[config.mk]
export PLATFORM = sky130hd
export DESIGN_NAME = match_judge
export DESIGN_NICKNAME = d
export VERILOG_FILES = /design/src/rtl/match_judge.sv
export SDC_FILE = /design/constraint.sdc
export NUM_CORES = 1
export LEC_CHECK = 0
export CAP_MARGIN = 20
export CORE_MARGIN = 2
export CORE_UTILIZATION = 54
export CTS_BUF_LIST = sky130_fd_sc_hd__clkbuf_8
export CTS_CLUSTER_DIAMETER = 60
export DETAILED_ROUTE_END_ITERATION = 8
export GPL_ROUTABILITY_DRIVEN = 0
export PLACE_DENSITY_LB_ADDON = 0.2
export SYNTH_ARGS = -nofsm -noshare
export SYNTH_HDL_FRONTEND = slang
export SYNTH_SLANG_ARGS = --single-unit
[constraint.sdc]
create_clock -name clk -period 1.8 [get_ports clk]
set_input_delay 0.18 -clock clk [delete_from_list [all_inputs] [get_ports clk]]
set_output_delay 0.18 -clock clk [all_outputs]
set_load 0.005 [all_outputs]
[src/rtl/match_judge.sv]
// match_judge: rock/paper/scissors game controller. It accepts player moves,
// judges them against an internal or forced CPU move, keeps running totals and
// ends the game on a win/loss target or a round limit.
//
// state     | meaning
// ----------+-------------------------------------------------------------
// IDLE      | after reset, waiting for start
// WAIT_MOVE | player_ready high, waiting for a legal player move
// JUDGE     | one cycle: compare moves, bump totals on exit edge
// REPORT    | one cycle: result_valid pulse with matchresult and cpu_move
// DONE      | game over, final_result valid, totals held until start
module match_judge #(
    parameter int WIN_TARGET = 3,
    parameter int MAX_ROUNDS = 9
) (
    input  logic       clk,
    input  logic       resetn,
    input  logic       start,
    input  logic       player_valid,
    input  logic [1:0] player_move,
    input  logic       cpu_force_en,
    input  logic [1:0] cpu_force_move,
    output logic       player_ready,
    output logic [1:0] matchresult,
    output logic       result_valid,
    output logic [1:0] cpu_move,
    output logic [3:0] wins,
    output logic [3:0] losses,
    output logic [3:0] draws,
    output logic [3:0] rounds,
    output logic       game_over,
    output logic [1:0] final_result
);

    typedef enum logic [2:0] {
        S_IDLE,
        S_WAIT_MOVE,
        S_JUDGE,
        S_REPORT,
        S_DONE
    } state_t;

    localparam logic [3:0] WIN_T = 4'(WIN_TARGET);
    localparam logic [3:0] MAX_R = 4'(MAX_ROUNDS);

    localparam logic [1:0] RES_DRAW = 2'b01;
    localparam logic [1:0] RES_WIN  = 2'b10;
    localparam logic [1:0] RES_LOSE = 2'b11;

    state_t     state, state_nxt;
    logic [1:0] cpu_seed;
    logic [1:0] player_q;
    logic [1:0] cpu_q;
    logic [1:0] result_q;
    logic [1:0] judge_code;
    logic       accept;
    logic       game_end;
    logic       clear_game;

    assign accept     = (state == S_WAIT_MOVE) && player_valid && (player_move != 2'b11);
    assign game_end   = (wins == WIN_T) || (losses == WIN_T) || (rounds == MAX_R);
    assign clear_game = ((state == S_IDLE) || (state == S_DONE)) && start;

    // Judge the latched moves: equal is a draw, player one step ahead (mod 3) wins.
    always_comb begin
        judge_code = RES_LOSE;
        if (player_q == cpu_q) begin
            judge_code = RES_DRAW;
        end else if ((player_q == 2'd1 && cpu_q == 2'd0) ||
                     (player_q == 2'd2 && cpu_q == 2'd1) ||
                     (player_q == 2'd0 && cpu_q == 2'd2)) begin
            judge_code = RES_WIN;
        end
    end

    // State register.
    always_ff @(posedge clk) begin
        if (!resetn) begin
            state <= S_IDLE;
        end else begin
            state <= state_nxt;
        end
    end

    // Next-state decode.
    always_comb begin
        state_nxt = state;
        case (state)
            S_IDLE:      if (start)  state_nxt = S_WAIT_MOVE;
            S_WAIT_MOVE: if (accept) state_nxt = S_JUDGE;
            S_JUDGE:     state_nxt = S_REPORT;
            S_REPORT:    state_nxt = game_end ? S_DONE : S_WAIT_MOVE;
            S_DONE:      if (start)  state_nxt = S_WAIT_MOVE;
            default:     state_nxt = S_IDLE;
        endcase
    end

    // CPU move generator, move latches, totals and last judged CPU move.
    always_ff @(posedge clk) begin
        if (!resetn) begin
            cpu_seed <= 2'd0;
            player_q <= 2'd0;
            cpu_q    <= 2'd0;
            result_q <= 2'b00;
            cpu_move <= 2'b00;
            wins     <= 4'd0;
            losses   <= 4'd0;
            draws    <= 4'd0;
            rounds   <= 4'd0;
        end else begin
            cpu_seed <= (cpu_seed == 2'd2) ? 2'd0 : cpu_seed + 2'd1;
            if (clear_game) begin
                wins   <= 4'd0;
                losses <= 4'd0;
                draws  <= 4'd0;
                rounds <= 4'd0;
            end
            if (accept) begin
                player_q <= player_move;
                if (cpu_force_en) begin
                    // An illegal forced move falls back to rock.
                    cpu_q <= (cpu_force_move == 2'b11) ? 2'd0 : cpu_force_move;
                end else begin
                    cpu_q <= cpu_seed;
                end
            end
            if (state == S_JUDGE) begin
                result_q <= judge_code;
                cpu_move <= cpu_q;
                if (rounds != 4'hF) rounds <= rounds + 4'd1;
                case (judge_code)
                    RES_WIN:  if (wins   != 4'hF) wins   <= wins   + 4'd1;
                    RES_LOSE: if (losses != 4'hF) losses <= losses + 4'd1;
                    default:  if (draws  != 4'hF) draws  <= draws  + 4'd1;
                endcase
            end
        end
    end

    // State-decoded outputs.
    always_comb begin
        player_ready = (state == S_WAIT_MOVE);
        result_valid = (state == S_REPORT);
        matchresult  = (state == S_REPORT) ? result_q : 2'b00;
        game_over    = (state == S_DONE);
        final_result = 2'b00;
        if (state == S_DONE) begin
            if (wins > losses)      final_result = RES_WIN;
            else if (losses > wins) final_result = RES_LOSE;
            else                    final_result = RES_DRAW;
        end
    end

endmodule

==> results by group <==
Run status
  – Outcome: finished clean

Floorplanning
  – Area of the die: 0.00376 sq mm
  – Die Y-Extent: 61.3 um
  – Total I/O pin count: 34
  – Starting utilization of the core area: 57.6%
  – CORE AREA: 0.00308 sq mm
  – Die width: slightly above 60 um
  – Number of standard-cell rows in the floorplan: 20

Cells and area
  – Antenna Diode Count: 0
  – Cell Count, Final, Fillers Out: 296
  – FF/Latch Area: 592 sq um
  – P&R area growth vs syn: 35.9%
  – Top library cells by usage in the layout, fill and taps aside: clkdlybuf4s50_1, dfxtp_1, nand2_1, buf_4
  – Most common cell after layout, fill and taps aside: clkdlybuf4s50_1
  – Nets@finish: 270
  – Layout cells sized above 1: roughly 22%
  – Final core utilization: 78.3%
  – Multi-input logic area: between 0.001 and 0.0015 sq mm
  – Filler cell count: 217

Route
  – Number of nets still failing antenna checks after routing: 0
  – Number of vias after detailed routing: 1742
  – Detailed-route DRC error count: 0
  – Detailed-route wire length: 4720 um
  – Iteration-0 DRC count of the detailed router: 89
  – Wire length per cell: 16.0 um
  – Number of search-and-repair iterations in the first detailed-routing pass: 4
  – Detail-routed via count per cell: roughly 5.9

Place
  – Detailed-placement wirelength estimate: roughly 3300 um
  – Placed cells: ~290
  – Number of buffer cells added on primary ports: 33

Logic synthesis
  – Synthesized area divided by synthesized cell count: roughly 8.9 sq um
  – Library cells used by synthesis: 51
  – Syn nets: 218
  – Part of the Yosys area used for sequential elements: 32.7%
  – Share of synthesized flip-flops with an asynchronous set or reset: 0%
  – Yosys warning count: 0
  – Number of enable-type register cells in the synthesized netlist: 0
  – Yosys reg bits: 29
  – Netlist Area Pre-Place: ~0.0018 sq mm
  – Post-synth top flop: dfxtp_1
  – Synthesized instance count: approximately 200

Timing
  – Share of the clock period used by the worst path after layout: 97.9%
  – Least-Margin Pin Slew: between 500 and 600 ps
  – Rel. slew slack: 65.8%
  – Worst Hold Slack: 410 ps
  – Final setup vio count: 0
  – Time the final worst path needs with I/O delays and setup: 1760 ps
  – Endpoints failing hold: 0
  – Setup clock skew after layout: around 2.9 ps
  – FMAX: 567 MHz
  – Max-slew violation count: 0

Critical path
  – Critical path, cell by cell: buf_4 -> ha_1 -> nor3b_1 -> a311oi_1 -> o22ai_1 -> and2_1
  – CP Class: reg -> reg
  – Crit path max-delay cell type: a311oi_1
  – Required time at the endpoint of the critical path: 1980 ps
  – Critical path fanouts, max: 5
  – CP startpoint kind: flop
  – CP max stage delay: 470 ps
  – Arrival time of the worst setup path: 1940 ps
  – Kind of end point of the critical path: flop

Power
  – Pleak: 1.03 nW
  – Post-layout total power: 0.00139 W
  – Power density over cell area: 577 mW/mm^2
  – Maximum ir drop on the vdd rail: 0.376 mV

Global routing
  – Antenna violations before repair: 0
  – Overall track demand over capacity in global routing: between 20% and 30%
  – Total congestion overflow: 0
  – Pin count of the biggest net entering global routing: 20
  – Global-route wire length before repair: about 7300 um
  – Vias in the first global route: 1652

Flow run
  – Maxcap violations: 0

Clock network
  – Clk pin slew, worst setup/hold paths: 60 ps
  – H-tree levels: 2
  – Cts bufs inserted: 5
  – Root Driver: clkbuf_8
  – Clock tree from TritonCTS: built
  – Clock network latency to the later pin of the worst-skew pair: 280 ps
  – Clock sink count: 29
  – Worst-case clock buffer depth: 2

Hold path
  – Worst min-delay path class: reg -> reg
-- Yosys cell counts, types with 2 or more instances --
cell	count	area share, %
nor4_1	2	0.71
mux2i_1	12	6.8
o211ai_1	2	0.85
nand4b_1	2	0.99
nor2_1	8	1.7
buf_6	3	1.9
a311oi_2	2	1.7
dfxtp_1	29	33
a211oi_1	2	0.85
buf_2	2	0.56
a311oi_1	2	0.99
nand4_1	2	0.71
a21oi_1	5	1.4
nor3_2	2	1.1
nand3_1	13	3.7
or3b_1	2	0.99
o211a_1	3	1.7
a21boi_0	4	1.7
xor2_1	4	2.0
and3_1	5	1.8
nor3b_1	2	0.85
mux2_2	2	1.3
clkbuf_1	5	1.1
o21ai_0	3	0.85
nor2b_1	4	1.4
and2_1	3	1.1
nand2b_1	6	2.1
o22ai_1	4	1.4
nand2_1	22	4.7
ha_1	10	7.1
and3b_1	2	0.99
inv_1	11	2.3
-- metrics by stage --
step           area, sq um  setup slack [ps]  TNS, ps
5_1_grt               2410             -7.23    -7.23
3_3_place_gp          2240             -42.8    -42.8
2_1_floorplan         1770               208        0
4_1_cts               2370              10.6        0
3_5_place_dp          2240              -103     -110
6_report              2410              37.1        0
-- final timing paths --
check | startpoint | to | slack [ps] | depth (start not counted)
worst max-delay path | losses[1] | state[2] | 40 | 6
worst min-delay path | cpu_seed[0] | cpu_seed[0] | 410 | 1
worst max register to register | losses[1] | state[2] | 40 | 6
worst min register to register | cpu_seed[0] | cpu_seed[0] | 410 | 1
-- sequential cells by signal, indices dropped and copies added, names as in the netlist, 3 cells and up --
signal  count
draws       4
losses      4
rounds      4
state       3
wins        4
-- critical path, delay by kind of cell, from the launching register on --
kind,cells,cell delay (ps)
and+or+nand+nor,2,340
DFF,1,330
AOI/OAI and AO/OA,2,590
buffers and inverters,1,150
adders and majority gates,1,240
-- layer usage --
metal,GRT usage [%],vias to the layer above,part of all wire [%]
met3,8.19,21,6.3
met1,30.9,827,41
li1,-,819,-
met4,14.6,0,3.8
met5,0,-,0
met2,43.6,75,49
-- layout make-up --
cell class / instances / area share, %
flip-flops and latches: 29 / 24.6
inverters: 11 / 1.71
repair buffers: 56 / 20.8
well taps: 44 / 2.28
multi-input cells: 148 / 47.4
clock inverters: 3 / 0.467
clock buffers: 5 / 2.86
-- kinds of logic (layout without fill, tap and decap cells) --
group | after synthesis | after routing | share of synthesized area (%)
buffers and inverters | 22 | 75 | 6.07
DFF | 29 | 29 | 32.7
muxes | 14 | 14 | 8.05
and+or+nand+nor | 82 | 82 | 26.1
AOI/OAI and AO/OA | 37 | 37 | 17.5
xor gates and xnor gates | 5 | 5 | 2.47
adders and majority gates | 10 | 10 | 7.06
-- power breakdown --
group	leakage, nW	internal [W]	switching, W
combinational	0.740	0.000103	0.000103
sequential	0.238	0.000663	0.0000214
clock	0.0519	0.000257	0.000244
total	1.03	0.00102	0.000368
-- repair_timing --
item / CTS / global route
hold buffers: 0 / 0
gates resized for setup: 15 / 13
pin swaps: 3 / 4
buffers inserted: 2 / 1
setup endpoints to repair: 6 / 11
(Power assumes the default switching activity.)
